## src/rtl/hid_key_scheduler.sv

```systemverilog
// rtl/hid_key_scheduler.sv - key event scheduler between the MCU byte link and hid
//
// Keyboard frames (command 0x01) from the MCU are absorbed into an event FIFO
// and re-injected to hid as single-event keyboard frames. Successive injected
// events are spaced by at least HOLD_CYCLES so that every press and release is
// seen by the matrix scan. All other frames pass through to hid, one cycle late.
//
// Optional build macro: HID_KEY_SCHEDULER_STATS_EN adds the ovf_count and
// orphan_count statistics outputs.
//
// Ports:
//   clk, reset             system clock, synchronous active-high reset
//   mcu_strobe/start/data  upstream byte link (start marks a frame command)
//   hid_strobe/start/data  byte stream consumed by hid
//   fifo_level             number of queued key events
//   busy                   FIFO non-empty, injection in progress or hold running
//   ovf_count              (stats) events dropped because the FIFO was full
//   orphan_count           (stats) non-start bytes dropped outside any frame

module hid_key_scheduler #(
  parameter int FIFO_DEPTH  = 16,
  parameter int HOLD_CYCLES = 1500000,
  parameter int GAP_CYCLES  = 64
) (
  input  logic                        clk,
  input  logic                        reset,
  input  logic                        mcu_strobe,
  input  logic                        mcu_start,
  input  logic [7:0]                  mcu_data,
  output logic                        hid_strobe,
  output logic                        hid_start,
  output logic [7:0]                  hid_data,
  output logic [$clog2(FIFO_DEPTH):0] fifo_level,
  output logic                        busy
`ifdef HID_KEY_SCHEDULER_STATS_EN
  ,
  output logic [15:0]                 ovf_count,
  output logic [15:0]                 orphan_count
`endif
);

  localparam int AW = $clog2(FIFO_DEPTH);
  localparam int LW = AW + 1;
  localparam int HW = $clog2(HOLD_CYCLES + 1);
  localparam int GW = $clog2(GAP_CYCLES + 1);
  localparam logic [LW-1:0] FULL_LVL = LW'(FIFO_DEPTH);
  localparam logic [7:0]    KBD_CMD  = 8'h01;

  typedef enum logic [1:0] {F_IDLE, F_KBD, F_FWD} frame_state_t;
  typedef enum logic [1:0] {I_IDLE, I_CMD, I_DATA} inj_state_t;

  frame_state_t frame_state, frame_next;
  inj_state_t   inj_state, inj_next;

  logic [GW-1:0] gap_cnt, gap_next;
  logic [HW-1:0] hold_cnt;

  logic [7:0]    fifo_mem [FIFO_DEPTH];
  logic [AW-1:0] wr_ptr, rd_ptr;
  logic [LW-1:0] fifo_count;
  logic          fifo_full, fifo_empty;

  // Skid entries hold {start, data}; entry 0 is the oldest.
  logic [8:0]    skid0, skid1;
  logic [1:0]    skid_cnt;
  logic          skid_busy;

  logic          fwd, push, do_push, pop, hold_load, eligible;
  logic          skid_push, skid_pop;
  logic          out_strobe, out_start;
  logic [7:0]    out_data;

  assign fifo_full  = (fifo_count == FULL_LVL);
  assign fifo_empty = (fifo_count == '0);
  assign skid_busy  = (skid_cnt != 2'd0);

  // A full FIFO still accepts a push when the head is popped the same cycle.
  assign do_push = push && (!fifo_full || pop);

  // Frame classification of the upstream byte.
  always_comb begin
    frame_next = frame_state;
    gap_next   = gap_cnt;
    fwd        = 1'b0;
    push       = 1'b0;
    if (mcu_strobe && mcu_start) begin
      gap_next = '0;
      if (mcu_data == KBD_CMD) begin
        frame_next = F_KBD;
      end else begin
        frame_next = F_FWD;
        fwd        = 1'b1;
      end
    end else if (mcu_strobe) begin
      case (frame_state)
        F_KBD:   push = 1'b1;
        F_FWD: begin
          fwd      = 1'b1;
          gap_next = '0;
        end
        default: ;
      endcase
    end else if (frame_state == F_FWD) begin
      // The frame closes on the edge that completes GAP_CYCLES idle cycles,
      // so a byte arriving right after that many idle cycles is an orphan.
      if (gap_cnt == GW'(GAP_CYCLES - 1)) begin
        frame_next = F_IDLE;
        gap_next   = '0;
      end else begin
        gap_next = gap_cnt + GW'(1);
      end
    end
  end

  assign eligible = !fifo_empty && (hold_cnt == '0) && !skid_busy && !mcu_strobe &&
                    ((frame_state == F_IDLE) || (frame_state == F_KBD));

  // Forwarded bytes are parked while an injected frame owns the output or
  // while older parked bytes are still waiting, which keeps them in order.
  assign skid_push = fwd && ((inj_state != I_IDLE) || skid_busy);

  // Injection sequencing and output selection.
  always_comb begin
    inj_next   = inj_state;
    out_strobe = 1'b0;
    out_start  = 1'b0;
    out_data   = '0;
    pop        = 1'b0;
    hold_load  = 1'b0;
    skid_pop   = 1'b0;
    case (inj_state)
      I_CMD: begin
        out_strobe = 1'b1;
        out_data   = fifo_mem[rd_ptr];
        pop        = 1'b1;
        hold_load  = 1'b1;
        inj_next   = I_DATA;
      end
      I_DATA: begin
        inj_next = I_IDLE;
        if (skid_busy) begin
          out_strobe = 1'b1;
          out_start  = skid0[8];
          out_data   = skid0[7:0];
          skid_pop   = 1'b1;
        end
      end
      default: begin
        if (skid_busy) begin
          out_strobe = 1'b1;
          out_start  = skid0[8];
          out_data   = skid0[7:0];
          skid_pop   = 1'b1;
        end else if (fwd) begin
          out_strobe = 1'b1;
          out_start  = mcu_start;
          out_data   = mcu_data;
        end else if (eligible) begin
          out_strobe = 1'b1;
          out_start  = 1'b1;
          out_data   = KBD_CMD;
          inj_next   = I_CMD;
        end
      end
    endcase
  end

  always_ff @(posedge clk) begin
    if (reset) begin
      frame_state <= F_IDLE;
      inj_state   <= I_IDLE;
      gap_cnt     <= '0;
    end else begin
      frame_state <= frame_next;
      inj_state   <= inj_next;
      gap_cnt     <= gap_next;
    end
  end

  always_ff @(posedge clk) begin
    if (reset) begin
      hid_strobe <= 1'b0;
      hid_start  <= 1'b0;
      hid_data   <= '0;
      hold_cnt   <= '0;
    end else begin
      hid_strobe <= out_strobe;
      hid_start  <= out_start;
      hid_data   <= out_data;
      if (hold_load) begin
        hold_cnt <= HW'(HOLD_CYCLES - 1);
      end else if (hold_cnt != '0) begin
        hold_cnt <= hold_cnt - HW'(1);
      end
    end
  end

  always_ff @(posedge clk) begin
    if (reset) begin
      wr_ptr     <= '0;
      rd_ptr     <= '0;
      fifo_count <= '0;
    end else begin
      if (do_push) wr_ptr <= wr_ptr + AW'(1);
      if (pop)     rd_ptr <= rd_ptr + AW'(1);
      case ({do_push, pop})
        2'b10:   fifo_count <= fifo_count + LW'(1);
        2'b01:   fifo_count <= fifo_count - LW'(1);
        default: ;
      endcase
    end
  end

  always_ff @(posedge clk) begin
    if (do_push) fifo_mem[wr_ptr] <= mcu_data;
  end

  always_ff @(posedge clk) begin
    if (reset) begin
      skid0    <= '0;
      skid1    <= '0;
      skid_cnt <= 2'd0;
    end else begin
      case ({skid_push, skid_pop})
        2'b10: begin
          if (skid_cnt == 2'd0) skid0 <= {mcu_start, mcu_data};
          else                  skid1 <= {mcu_start, mcu_data};
          skid_cnt <= skid_cnt + 2'd1;
        end
        2'b01: begin
          skid0    <= skid1;
          skid_cnt <= skid_cnt - 2'd1;
        end
        2'b11: begin
          if (skid_cnt == 2'd1) begin
            skid0 <= {mcu_start, mcu_data};
          end else begin
            skid0 <= skid1;
            skid1 <= {mcu_start, mcu_data};
          end
        end
        default: ;
      endcase
    end
  end

  assign fifo_level = fifo_count;
  assign busy       = !fifo_empty || (inj_state != I_IDLE) || (hold_cnt != '0);

`ifdef HID_KEY_SCHEDULER_STATS_EN
  logic ovf, orphan;

  assign ovf    = push && fifo_full && !pop;
  assign orphan = mcu_strobe && !mcu_start && (frame_state == F_IDLE);

  always_ff @(posedge clk) begin
    if (reset) begin
      ovf_count    <= '0;
      orphan_count <= '0;
    end else begin
      if (ovf && (ovf_count != 16'hFFFF))       ovf_count    <= ovf_count + 16'd1;
      if (orphan && (orphan_count != 16'hFFFF)) orphan_count <= orphan_count + 16'd1;
    end
  end
`endif

endmodule

```

## config.mk

```make
export PLATFORM = sky130hd
export DESIGN_NAME = hid_key_scheduler
export DESIGN_NICKNAME = d
export VERILOG_FILES = /design/src/rtl/hid_key_scheduler.sv
export SDC_FILE = /design/constraint.sdc
export NUM_CORES = 1
export LEC_CHECK = 0
export ABC_AREA = 1
export BUFFER_PORTS_ARGS = -buffer_cell sky130_fd_sc_hd__buf_2
export CORE_AREA = 4 4 142 144
export DETAILED_ROUTE_END_ITERATION = 16
export DIE_AREA = 0 0 146 148
export GPL_TIMING_DRIVEN = 0
export PLACE_DENSITY = 0.69
export SYNTH_ARGS = -nofsm -noshare
export SYNTH_HDL_FRONTEND = slang
export SYNTH_SLANG_ARGS = --single-unit
```

## constraint.sdc

```tcl
create_clock -name clk -period 2.2 [get_ports clk]
set_input_delay 0.11 -clock clk [delete_from_list [all_inputs] [get_ports clk]]
set_output_delay 0.11 -clock clk [all_outputs]
set_load 0.1 [all_outputs]
```

* After elaboration in Yosys (flattened, before gate mapping)
Memory sizes are Yosys's and may differ from the RTL's. A register that Yosys moved wholly into a read port is not among the register bits.
Index checks and enable logic that the tools add are counted.
** Word-level totals
- Logic and storage cells :: 129
- Flip-flop bits (word level) :: 75
- Bits in writable memories :: 128
- Memories kept :: 1
** Operators by class
- Reductions and logical operators :: 37
- Muxes and demuxes :: 50
- $add $sub $neg :: 8
- Eq/ne operators :: 19
** Memories
- fifo_mem :: depth 16, width 8, read ports 1, clocked after Yosys merged registers in 1, write ports 1, RTL line 58 : logic [7:0] fifo_mem [FIFO_DEPTH];
** Operator list (number)
- two-way mux 21 bit :: 2
- two-way mux 9 bit :: 4
- two-way mux 7 bit :: 4
- one-hot mux 9 bit (3 select lines) :: 1
- two-way mux 8 bit :: 3
- logical NOT 21 bit :: 1
- nonzero test 21 bit :: 1
- subtractor 21 x 1 -> 21 bit (second input constant) :: 1
- two-way mux 1 bit :: 19
- one-hot mux 9 bit (2 select lines) :: 1
- two-way mux 2 bit :: 8
- one-hot mux 8 bit (2 select lines) :: 1
- nonzero test 2 bit :: 8
- equality test 2 x 1 -> 1 bit (second input constant) :: 5
- equality test 2 bit (second input constant) :: 5
- one-hot mux 5 bit (2 select lines) :: 1
- AND reduction 3 bit :: 3
- adder 4 x 1 -> 4 bit (second input constant) :: 2
- equality test 8 x 1 -> 1 bit (second input constant) :: 1
- two-way mux 4 bit :: 2
- one-hot mux 2 bit (2 select lines) :: 2
- adder 7 x 1 -> 7 bit (second input constant) :: 1
- equality test 7 x 6 -> 1 bit (second input constant) :: 1
- logical AND 1 bit :: 7
- other kinds (16) :: 30

* Depth between registers and ports, before layout
Gate-level depths: netlist of the first run.
- Depth after elaboration :: 10
- Gate-level depth with buffers :: 16
- Depth with buffers taken out :: 15

* Least setup slack after synthesis of the first run
Ideal clock, no wire load.
- Path type :: register to register
- From :: register fifo_count[0], in the netlist fifo_level[0]
- To :: register fifo_count[4], in the netlist fifo_level[4]
- Data arrival time :: 2.644 ns
- Path slack :: -0.563 ns
- Library setup time :: 0.119 ns
- Stages on the path, launching flop included :: 13
- Clock period less this slack :: 2.763 ns
- Path through :: dfxtp_1 -> nor2_1 -> nand4_1 -> nand2_2 -> nand2_1 -> inv_1 -> ha_1 -> inv_1 -> o21ai_0 -> a21oi_1 -> or2_2 -> a21oi_1 -> nor2_1
** Between the ends
- Cells in the longest elaborated chain, start to end :: 6
- Elaborated cells between the ends (all ways) :: 10
- Those cells by class :: add/sub (2); eq/ne (3); mux (1); reduce/logical (4)
** RTL lines
- from (decl) :: RTL line 60 : logic [LW-1:0] fifo_count;
- from (signal assigned) :: RTL line 207 : 2'b10: fifo_count <= fifo_count + LW'(1);
- from (signal assigned) :: RTL line 208 : 2'b01: fifo_count <= fifo_count - LW'(1);
- equality test 5 bit :: RTL line 73 : assign fifo_full = (fifo_count == FULL_LVL);
- logical NOT 1 bit :: RTL line 78 : assign do_push = push && (!fifo_full || pop);
- logical OR 1 bit :: RTL line 78
- logical AND 1 bit :: RTL line 78
- equality test 2 x 1 -> 1 bit / equality test 2 bit (equally long branches) :: RTL line 206 : case ({do_push, pop})
- one-hot mux 5 bit (2 select lines) / nonzero test 2 bit (equally long branches)
Several ways; a longest one is shown, not always the timed one.
A chain may end at the register's enable or synchronous reset.

* Final worst setup path of the first run
- From :: register inj_state[1]
- To :: memory fifo_mem[1][3], enable pin
** Between the ends
- Cells in the longest elaborated chain, start to end :: 6
** RTL lines
- from (decl) :: RTL line 53 : inj_state_t inj_state, inj_next;
- from (signal assigned) :: RTL line 175 : inj_state <= inj_next;
- equality test 2 x 1 -> 1 bit :: RTL line 131 : case (inj_state)
- two-way mux 1 bit :: RTL line 131
- logical OR 1 bit :: RTL line 78
- logical AND 1 bit :: RTL line 78
- two-way mux 1 bit :: RTL line 215 : if (do_push) fifo_mem[wr_ptr] <= mcu_data;
- two-way mux 1 bit (not written as such) :: RTL line 215
- to (decl) :: RTL line 58
No other way between the ends.

==> summary.json, run 1 <==
{
  "async_reset_ff_share_pct": 0,
  "path_clk_slew_ns": 0.06,
  "die_h_um": 148,
  "synth-main-ff-cell": "sky130_fd_sc_hd__edfxtp_1",
  "final-hold-violation-count": 0,
  "yosys_warnings": 0,
  "grt_use_met3_pct": 4.35,
  "slew_headroom_pct": 46.7,
  "final_max_slew_viol_count": 0,
  "global_route.usage.total_pct": 21.8,
  "clkPwrFrac_pct": 24.4,
  "netlist.top_cell.by_area": "sky130_fd_sc_hd__edfxtp_1",
  "crit_type": "reg2reg",
  "startpoint_class": "flop",
  "die_width_um": 146,
  "die_area_mm2": 0.0216,
  "first_global_vias": 7170,
  "cts_tree": "yes",
  "synth_enable_flop_cells": 128,
  "synth-seq-area-share_pct": 57.2,
  "leakagePower_nw": 4.29,
  "ios": 28,
  "drive_above_1_share_pct": 15.4,
  "grt_util_met2_pct": 34.9,
  "post-route-drc-count": 0,
  "number_of_antenna_violations_at_the_first_check_in_global_routing": 0,
  "hold_class": "in2reg",
  "finalNetCount": 1140,
  "ctsHtreeMaxLevel": 1,
  "final_min_period_over_clock_period_pct": 96.5,
  "netlist_top_cells_area": "sky130_fd_sc_hd__edfxtp_1 (40%), sky130_fd_sc_hd__dfxtp_1 (17%), sky130_fd_sc_hd__nor2_1 (7.3%), sky130_fd_sc_hd__nand2_1 (6.5%), sky130_fd_sc_hd__nand3_1 (4.4%)",
  "syn-cell-area_mm2": 0.00949,
  "global_route.overflow_total": 0,
  "global_route.peak_usage_layer": "met2",
  "insertion_delay_of_the_later_clocked_pin_in_the_worst_skew_pair_ns": 0.50,
  "regToRegSetupSlack_ns": 0.08,
  "core_region_area_mm2": 0.0187,
  "synthesis.instances": 1042,
  "synthDominantCellAreaShare_pct": 40.5,
  "finish.cell_count_without_fillers": 1359,
  "whs_ns": 0.0460,
  "postRouteAntennaNets": 0,
  "path_max_fanout": 8,
  "worst-slew-pin-transition_ns": 0.797,
  "drt_pre_antenna_iters": 5,
  "initial_core_util_pct": 50.7,
  "violation_count_after_the_first_detailed_routing_iteration": 695,
  "placement.io_buffers": 27,
  "area_delta_synth_final_pct": 14.3,
  "netlist_top_cells_count": "sky130_fd_sc_hd__nor2_1 (185), sky130_fd_sc_hd__nand2_1 (164), sky130_fd_sc_hd__edfxtp_1 (128)",
  "fmaxAchievable_mhz": 471,
  "grt_pass1_wl_um": 37600,
  "timing.setup.tns_ns": 0,
  "synth.most_common_cell": "sky130_fd_sc_hd__nor2_1",
  "critical_path.endpoint_type": "flop",
  "grt_setup_unrepaired": "true",
  "fin_worst_skew_ns": 0.0111,
  "run_status": "completed",
  "fin_crit_ns": 2.12,
  "post_drt_wl_per_cell_um": 17.6,
  "numCtsBuffers": 23,
  "post-place-cells": 1303,
  "p_sw_w": 0.00583,
  "netlist-cell-type-count": 44,
  "antenna_cells": 0,
  "finalWirelength_um": 23900,
  "clock_sinks": 207,
  "syn-num-nets": 1074,
  "final-setup-viol-count": 0,
  "worst_ep_required_time_ns": 2.33,
  "ctsRootBufferMaster": "sky130_fd_sc_hd__clkbuf_16",
  "cell_internal_pwr_w": 0.00826,
  "number_of_core_rows": 50,
  "num_vias": 7462,
  "pwr-share-seq_pct": 34.6,
  "cp.arrival_ns": 2.25,
  "post-dp-hpwl_um": 16000,
  "power.density_cell_area_mw_per_mm2": 1300,
  "cts-root-to-sink-buffers": 3,
  "ys_seq_elements": 207,
  "vias_per_cell": 5.49,
  "power.switching_fraction_pct": 41.4,
  "pin_count_of_the_biggest_net_entering_global_routing": 21,
  "postSynthAreaPerCell_um2": 9.11,
  "comb_power_share_pct": 41.0,
  "grt.met1_usage_pct": 29.7,
  "peakVddDrop_uv": 1140,
  "finalWeightedCongestion": 0.921,
  "max_cap_violations": 0
}
[flip-flops by register name, summed over array words and instances (netlist names), 4 cells and up, named ones only]
signal / flops
hid_data: 8
rd_ptr: 4
fifo_mem: 128
hold_cnt: 21
fifo_level: 5
wr_ptr: 4
skid1: 9
skid0: 9
gap_cnt: 7
[metrics by stage]
stage / power, W / cell area [um^2] / util, % / setup WS (ns)
6_report: 0.0141 / 10900 / 58.0 / 0.0778
5_1_grt: 0.0150 / 10900 / 58.0 / -0.0824
4_1_cts: 0.0140 / 10700 / 57.4 / -0.0160
3_5_place_dp: 0.0104 / 9950 / 53.2 / -0.630
3_3_place_gp: 0.0103 / 9950 / 53.2 / -0.531
2_1_floorplan: 0.00910 / 9520 / - / -0.0444
[cell type report]
| class | count | area, um^2 |
|---|---|---|
| tap | 234 | 293 |
| sequential | 207 | 5450 |
| buffer | 38 | 214 |
| clock inverter | 15 | 76.3 |
| fill | 1656 | 7860 |
| clock buffer | 27 | 591 |
| timing repair buffer | 42 | 255 |
| inverter | 104 | 408 |
| multi-input combinational | 692 | 3570 |
[placed cells by master (no fill, tap or decap), drive strengths merged]
master       instances
o32ai                7
nand2              169
a21oi               55
o211ai               8
o31ai                1
fa                   1
nor2               200
o22ai                1
dlygate4sd3          2
nor3b                1
nand3               87
dfxtp               79
nand4               15
o21bai               1
nor3                 8
buf                 68
clkinv              15
nand3b               4
xor2                12
a31oi                3
or2                  2
ha                  19
inv                104
a31o                 1
a22oi                1
xnor2                4
edfxtp             128
clkbuf              37
o21ai               92
[critical path, cell delays in order (launching register included)]
cell and delay (ns):
sky130_fd_sc_hd__dfxtp_2 0.32, sky130_fd_sc_hd__inv_2 0.07, sky130_fd_sc_hd__ha_4 0.18, sky130_fd_sc_hd__inv_4 0.04, sky130_fd_sc_hd__nand4_1 0.09, sky130_fd_sc_hd__nand2_2 0.13
sky130_fd_sc_hd__inv_2 0.12, sky130_fd_sc_hd__nand2_1 0.21, sky130_fd_sc_hd__nor2_1 0.59
[logic make-up (layout without fill, tap and decap cells)]
| kind of cell | count (synthesis) | after routing | share of synthesized area [%] |
|---|---|---|---|
| compound gates | 170 | 170 | 9.74 |
| xor+xnor | 16 | 16 | 1.48 |
| fa+ha+maj | 20 | 20 | 2.72 |
| buf+inv | 143 | 226 | 6.46 |
| flops | 207 | 207 | 57.2 |
| simple gates | 486 | 486 | 22.4 |
[repair_timing]
action	4_1_cts	5_1_grt
pin swaps	6	8
gates resized for setup	20	23
endpoints found under the hold margin	6	0
hold buffers	2	0
setup buffers	5	8
setup endpoints to repair	140	93
[power groups by stage]
stage | registers (W) | logic, W | clock network [W]
after global routing | 0.00492 | 0.00640 | 0.00366
final | 0.00487 | 0.00577 | 0.00344
after global placement | 0.00492 | 0.00541 | 0
after CTS | 0.00486 | 0.00561 | 0.00349
after detailed placement | 0.00493 | 0.00548 | 0
after floorplan | 0.00553 | 0.00356 | 0
[metal layers]
metal	wire (um)	part of all wire, %	vias to the layer above
met5	0	0	-
li1	-	-	3633
met3	1840	7.7	67
met4	860	3.6	0
met1	10300	43	3501
met2	10900	46	261
[worst paths after layout]
path | endpoint | startpoint | cells after the start
hold / removal | frame_state[1] | mcu_strobe | 5
hold reg to reg | gap_cnt[6] | gap_cnt[6] | 2
setup / recovery | fifo_mem[1][3] | inj_state[1] | 8
setup reg to reg | fifo_mem[1][3] | inj_state[1] | 8
Power figures use the tool's default switching activity.
==> inputs of run 2 (changes only) <==
--- a/config.mk
+++ b/config.mk
@@ -7,11 +7,10 @@
 export LEC_CHECK = 0
 export ABC_AREA = 1
 export BUFFER_PORTS_ARGS = -buffer_cell sky130_fd_sc_hd__buf_2
-export CORE_AREA = 4 4 142 144
+export CORE_AREA = 4 4 151 153
 export DETAILED_ROUTE_END_ITERATION = 16
-export DIE_AREA = 0 0 146 148
+export DIE_AREA = 0 0 155 157
 export GPL_TIMING_DRIVEN = 0
-export PLACE_DENSITY = 0.69
 export SYNTH_ARGS = -nofsm -noshare
 export SYNTH_HDL_FRONTEND = slang
 export SYNTH_SLANG_ARGS = --single-unit
==> summary.json, run 2 (synthesis gave the netlist of run 1 again) <==
{
  "postRouteAntennaNets": 0,
  "die_width_um": 155,
  "grt_pass1_wl_um": 39300,
  "startpoint_class": "flop",
  "final_max_slew_viol_count": 0,
  "post-layout-total-power_w": 0.0145,
  "post-route-drc-count": 0,
  "fmaxAchievable_mhz": 467,
  "timing.setup.tns_ns": 0,
  "drive_above_1_share_pct": 16.4,
  "critical_path.endpoint_type": "flop",
  "initial_core_util_pct": 44.0,
  "fin_crit_ns": 2.14,
  "family_of_cells_with_the_greatest_summed_delay_on_the_critical_path": "simple AND/OR/NAND/NOR gates",
  "antenna_cells": 0,
  "cts_tree": "yes",
  "final_util_pct": 51.1,
  "post_drt_wl_per_cell_um": 18.0,
  "final-hold-violation-count": 0,
  "slew_headroom_pct": 55.4,
  "peakVddDrop_uv": 1300,
  "post-dp-hpwl_um": 16900,
  "max_cap_violations": 0,
  "ctsHtreeMaxLevel": 1,
  "ctsRootBufferMaster": "sky130_fd_sc_hd__clkbuf_16",
  "cts-root-to-sink-buffers": 3,
  "final-setup-viol-count": 0,
  "hold_class": "in2reg",
  "regToRegSetupSlack_ns": 0.06,
  "finalWeightedCongestion": 0.891,
  "global_route.overflow_total": 0,
  "number_of_antenna_violations_at_the_first_check_in_global_routing": 0,
  "critPathBufInv": 3,
  "die_h_um": 157,
  "worst-slew-pin-transition_ns": 0.666,
  "max_flop_register": "fifo_mem",
  "run_status": "completed",
  "cp_slowest_stage_delay_ns": 0.38,
  "die_area_mm2": 0.0243,
  "first_global_vias": 6937,
  "top_regs": "fifo_mem: 128 flops, hold_cnt: 21 flops",
  "timing.critical_path.cells": "ha_4 -> inv_4 -> nand4_1 -> nand2_2 -> nand2_4 -> inv_2 -> ha_4 -> inv_1 -> o21ai_2 -> a21oi_2 -> or2_4 -> nand3_2 -> nand2_2 -> nor2_1",
  "power.density_cell_area_mw_per_mm2": 1310,
  "insertion_delay_of_the_later_clocked_pin_in_the_worst_skew_pair_ns": 0.52,
  "crit_type": "reg2reg",
  "fin_worst_skew_ns": 0.0109,
  "final_min_period_over_clock_period_pct": 97.2,
  "placement.io_buffers": 27,
  "area_delta_synth_final_pct": 16.1,
  "cp.arrival_ns": 2.60,
  "layout.cells.most_common_list": "sky130_fd_sc_hd__nor2_1 (170), sky130_fd_sc_hd__nand2_1 (162), sky130_fd_sc_hd__edfxtp_1 (128)",
  "worst_ep_required_time_ns": 2.66,
  "finalNetCount": 1141,
  "drt_pre_antenna_iters": 5,
  "leakagePower_nw": 4.35,
  "flip_flop_count_of_the_largest_register_all_copies_and_words_added": 128,
  "grt_setup_unrepaired": "true",
  "path_clk_slew_ns": 0.06,
  "violation_count_after_the_first_detailed_routing_iteration": 597,
  "num_vias": 7415,
  "vias_per_cell": 5.27,
  "timing.critical_path.slowest_stage_cell": "sky130_fd_sc_hd__dfxtp_1",
  "number_of_core_rows": 54,
  "numCtsBuffers": 23,
  "pin_count_of_the_biggest_net_entering_global_routing": 21,
  "core_region_area_mm2": 0.0216,
  "layout_commonest_cell": "sky130_fd_sc_hd__nor2_1",
  "path_max_fanout": 5,
  "clock_sinks": 207,
  "ios": 28,
  "finalWirelength_um": 25300,
  "global_route.usage.total_pct": 20.7
}
-- run 2: worst paths after layout --
kind | cells past startpoint | startpoint | to
min reg2reg | 1 | rd_ptr[3] | flop
min | 5 | mcu_strobe | frame_state[1]
max | 14 | inj_state[0] | fifo_level[4]
max reg2reg | 14 | inj_state[0] | fifo_level[4]
-- run 2: metrics by stage --
step,cells,hold slack [ns],instance area (um^2),setup WS [ns]
after CTS,1401,0.0164,10900,-0.0772
after global placement,1349,0.427,10000,-0.602
after global routing,1406,0.0539,11000,-0.0850
after floorplan,1042,0.209,9520,-0.0444
after detailed placement,1349,0.420,10000,-0.620
final,1406,0.0199,11000,0.0607
-- run 2: report_power, final --
part | total (W) | switching, W | internal (W) | leakage (nW)
Clock | 0.00375 | 0.00156 | 0.00218 | 0.373
Combinational | 0.00585 | 0.00404 | 0.00181 | 2.17
Sequential | 0.00488 | 0.000310 | 0.00457 | 1.80
Total | 0.0145 | 0.00592 | 0.00856 | 4.35
-- run 2: worst reg2reg max path: cells and delay by family, from the launching register on --
kind	cells	cell delay, ns
flip-flops	1	0.38
AO/OA/AOI/OAI	2	0.22
AND/OR/NAND/NOR	7	0.81
adder cells (fa/ha/maj)	2	0.49
buffers and inverters	3	0.19
-- run 2: layout make-up --
class	count	area, um^2
fillers	2031	10500
flip-flops and latches	207	5450
multi-input cells	692	3580
clock buffers	35	692
inverters	104	403
well taps	280	350
repair buffers	43	279
plain buffers	38	218
clock inverters	7	51.3
-- run 2: per-layer routing --
| layer | track usage [%] | vias up | part of all wire, % |
|---|---|---|---|
| li1 | - | 3642 | - |
| met1 | 29.3 | 3474 | 44 |
| met2 | 32.8 | 249 | 46 |
| met3 | 3.16 | 50 | 7.2 |
| met4 | 6.85 | 0 | 2.8 |
| met5 | 0 | - | 0 |
-- run 2: what timing repair did --
action / 4_1_cts / 5_1_grt
hold buffers: 2 / 0
setup buffers: 8 / 6
hold endpoints to repair: 8 / 0
gates cloned: 0 / 0
pin swaps: 6 / 7
gates resized for setup: 22 / 24
endpoints found under the setup margin: 141 / 100
==> inputs of run 3 (changes only) <==
--- a/config.mk
+++ b/config.mk
@@ -7,10 +7,11 @@
 export LEC_CHECK = 0
 export ABC_AREA = 1
 export BUFFER_PORTS_ARGS = -buffer_cell sky130_fd_sc_hd__buf_2
-export CORE_AREA = 4 4 151 153
+export CORE_AREA = 4 4 135 170
 export DETAILED_ROUTE_END_ITERATION = 16
-export DIE_AREA = 0 0 155 157
+export DIE_AREA = 0 0 139 174
 export GPL_TIMING_DRIVEN = 0
+export SKIP_LAST_GASP = 1
 export SYNTH_ARGS = -nofsm -noshare
 export SYNTH_HDL_FRONTEND = slang
 export SYNTH_SLANG_ARGS = --single-unit
==> summary.json, run 3 (synthesis gave the netlist of run 1 again) <==
{
  "die_width_um": 139,
  "fmaxAchievable_mhz": 466,
  "power.density_cell_area_mw_per_mm2": 1310,
  "final_design_area_no_fill_mm2": 0.0110,
  "whs_ns": 0.0362,
  "first_global_vias": 7264,
  "final_max_slew_viol_count": 0,
  "insertion_delay_of_the_later_clocked_pin_in_the_worst_skew_pair_ns": 0.50,
  "ios": 28,
  "layout.filler_cells": 2008,
  "final-setup-viol-count": 0,
  "clock_sinks": 207,
  "global_route.overflow_total": 0,
  "route.layer.met1.wl_um": 10200,
  "top_regs": "fifo_mem: 128 flops, hold_cnt: 21 flops",
  "slew_headroom_pct": 52.3,
  "initial_core_util_pct": 44.5,
  "layout_commonest_cell": "sky130_fd_sc_hd__nor2_1",
  "detailed_routed_wire_length_on_met2_um": 12900,
  "flip_flop_count_of_the_largest_register_all_copies_and_words_added": 128,
  "layout.cells.most_common_list": "sky130_fd_sc_hd__nor2_1 (169), sky130_fd_sc_hd__nand2_1 (162), sky130_fd_sc_hd__edfxtp_1 (128)",
  "post-dp-hpwl_um": 17300,
  "path_clk_slew_ns": 0.06,
  "fin_worst_skew_ns": 0.0104,
  "max_cap_violations": 0,
  "die_h_um": 174,
  "numCtsBuffers": 22,
  "core_region_area_mm2": 0.0213,
  "startpoint_class": "flop",
  "post-route-drc-count": 0,
  "fin_crit_ns": 2.15,
  "cts-root-to-sink-buffers": 3,
  "top_layer": "met4",
  "cp.arrival_ns": 2.55,
  "violation_count_after_the_first_detailed_routing_iteration": 551,
  "global_route.usage.total_pct": 20.6,
  "placement.io_buffers": 27,
  "final-hold-violation-count": 0,
  "drive_above_1_share_pct": 16.1,
  "finalWeightedCongestion": 0.932,
  "max_flop_register": "fifo_mem",
  "finalNetCount": 1137,
  "worst-slew-pin-transition_ns": 0.715,
  "area_delta_synth_final_pct": 15.8,
  "die_area_mm2": 0.0242,
  "hold_class": "in2reg",
  "number_of_antenna_violations_at_the_first_check_in_global_routing": 0,
  "antenna_cells": 0,
  "leakagePower_nw": 4.34,
  "final_min_period_over_clock_period_pct": 97.6,
  "grt_pass1_wl_um": 39500,
  "peakVddDrop_uv": 960,
  "path_max_fanout": 4,
  "critical_path.endpoint_type": "flop",
  "worst_ep_required_time_ns": 2.60,
  "grt_setup_unrepaired": "true",
  "pin_count_of_the_biggest_net_entering_global_routing": 21,
  "drt_pre_antenna_iters": 5,
  "cts_tree": "yes",
  "run_status": "completed",
  "vias_per_cell": 5.22,
  "num_vias": 7314,
  "postPlaceCellArea_mm2": 0.0100,
  "crit_type": "reg2reg",
  "ctsHtreeMaxLevel": 1,
  "post_drt_wl_per_cell_um": 18.0,
  "ctsRootBufferMaster": "sky130_fd_sc_hd__clkbuf_16",
  "postRouteAntennaNets": 0,
  "wl_met3_um": 1230,
  "finalWirelength_um": 25200,
  "number_of_core_rows": 60
}
run 3: report_power, final:
part           total (W)  switching [W]  internal, W
sequential       0.00488       0.000311      0.00456
clock            0.00382        0.00149      0.00233
combinational    0.00573        0.00400      0.00173
total             0.0144        0.00580      0.00862
run 3: final cells by class:
type,count,area [um^2],share of cell area [%]
Sequential cell,207,5440,49.5
Timing Repair Buffer,39,236,2.15
Clock inverter,8,91.3,0.831
Buffer,39,228,2.07
Inverter,104,403,3.66
Tap cell,279,349,3.17
Clock buffer,32,662,6.02
Multi-Input combinational cell,692,3580,32.6
run 3: routing by layer:
| metal | up-vias | track usage [%] |
|---|---|---|
| li1 | 3632 | - |
| met1 | 3443 | 24.4 |
| met2 | 191 | 38.2 |
| met3 | 48 | 2.78 |
| met4 | 0 | 7.18 |
| met5 | - | 0 |
run 3: worst paths after layout:
check / end / slack, ns / cells past startpoint / start
min reg2reg: flop / 0.45 / 1 / rd_ptr[3]
min: frame_state[1] / 0.04 / 5 / mcu_strobe
max reg2reg: fifo_level[4] / 0.05 / 13 / inj_state[1]
max: fifo_level[4] / 0.05 / 13 / inj_state[1]
run 3: stage by stage:
| step | setup slack [ns] | setup TNS [ns] | power [W] | utilization (%) | std cells |
|---|---|---|---|---|---|
| finish | 0.0520 | 0 | 0.0144 | 51.6 | 1400 |
| global placement | -0.568 | -17.20 | 0.0104 | 46.9 | 1348 |
| CTS | -0.0197 | -0.212 | 0.0145 | 51.3 | 1396 |
| global route | -0.0999 | -2.09 | 0.0154 | 51.6 | 1400 |
| detailed placement | -0.555 | -22.35 | 0.0105 | 46.9 | 1348 |
| floorplan | -0.0444 | -0.0444 | 0.00910 | - | 1042 |
run 3: critical path: stages (launching register included):
cell                      delay [ns]
sky130_fd_sc_hd__dfxtp_2        0.33
sky130_fd_sc_hd__inv_2          0.05
sky130_fd_sc_hd__ha_4           0.15
sky130_fd_sc_hd__buf_6          0.12
sky130_fd_sc_hd__inv_4          0.04
sky130_fd_sc_hd__nand4_1        0.14
sky130_fd_sc_hd__nand2_4        0.14
sky130_fd_sc_hd__nand2_4        0.06
sky130_fd_sc_hd__fa_2           0.35
sky130_fd_sc_hd__o21ai_2        0.15
sky130_fd_sc_hd__a21oi_2        0.09
sky130_fd_sc_hd__or2_4          0.26
sky130_fd_sc_hd__a21oi_2        0.13
sky130_fd_sc_hd__nor2_1         0.04
run 3: timing repair:
action / CTS / global route
gates cloned: 0 / 0
buffers inserted: 6 / 4
hold buffers: 2 / 0
setup endpoints to repair: 149 / 85
pin swaps: 8 / 3
resized for setup: 30 / 16
endpoints found under the hold margin: 5 / 0
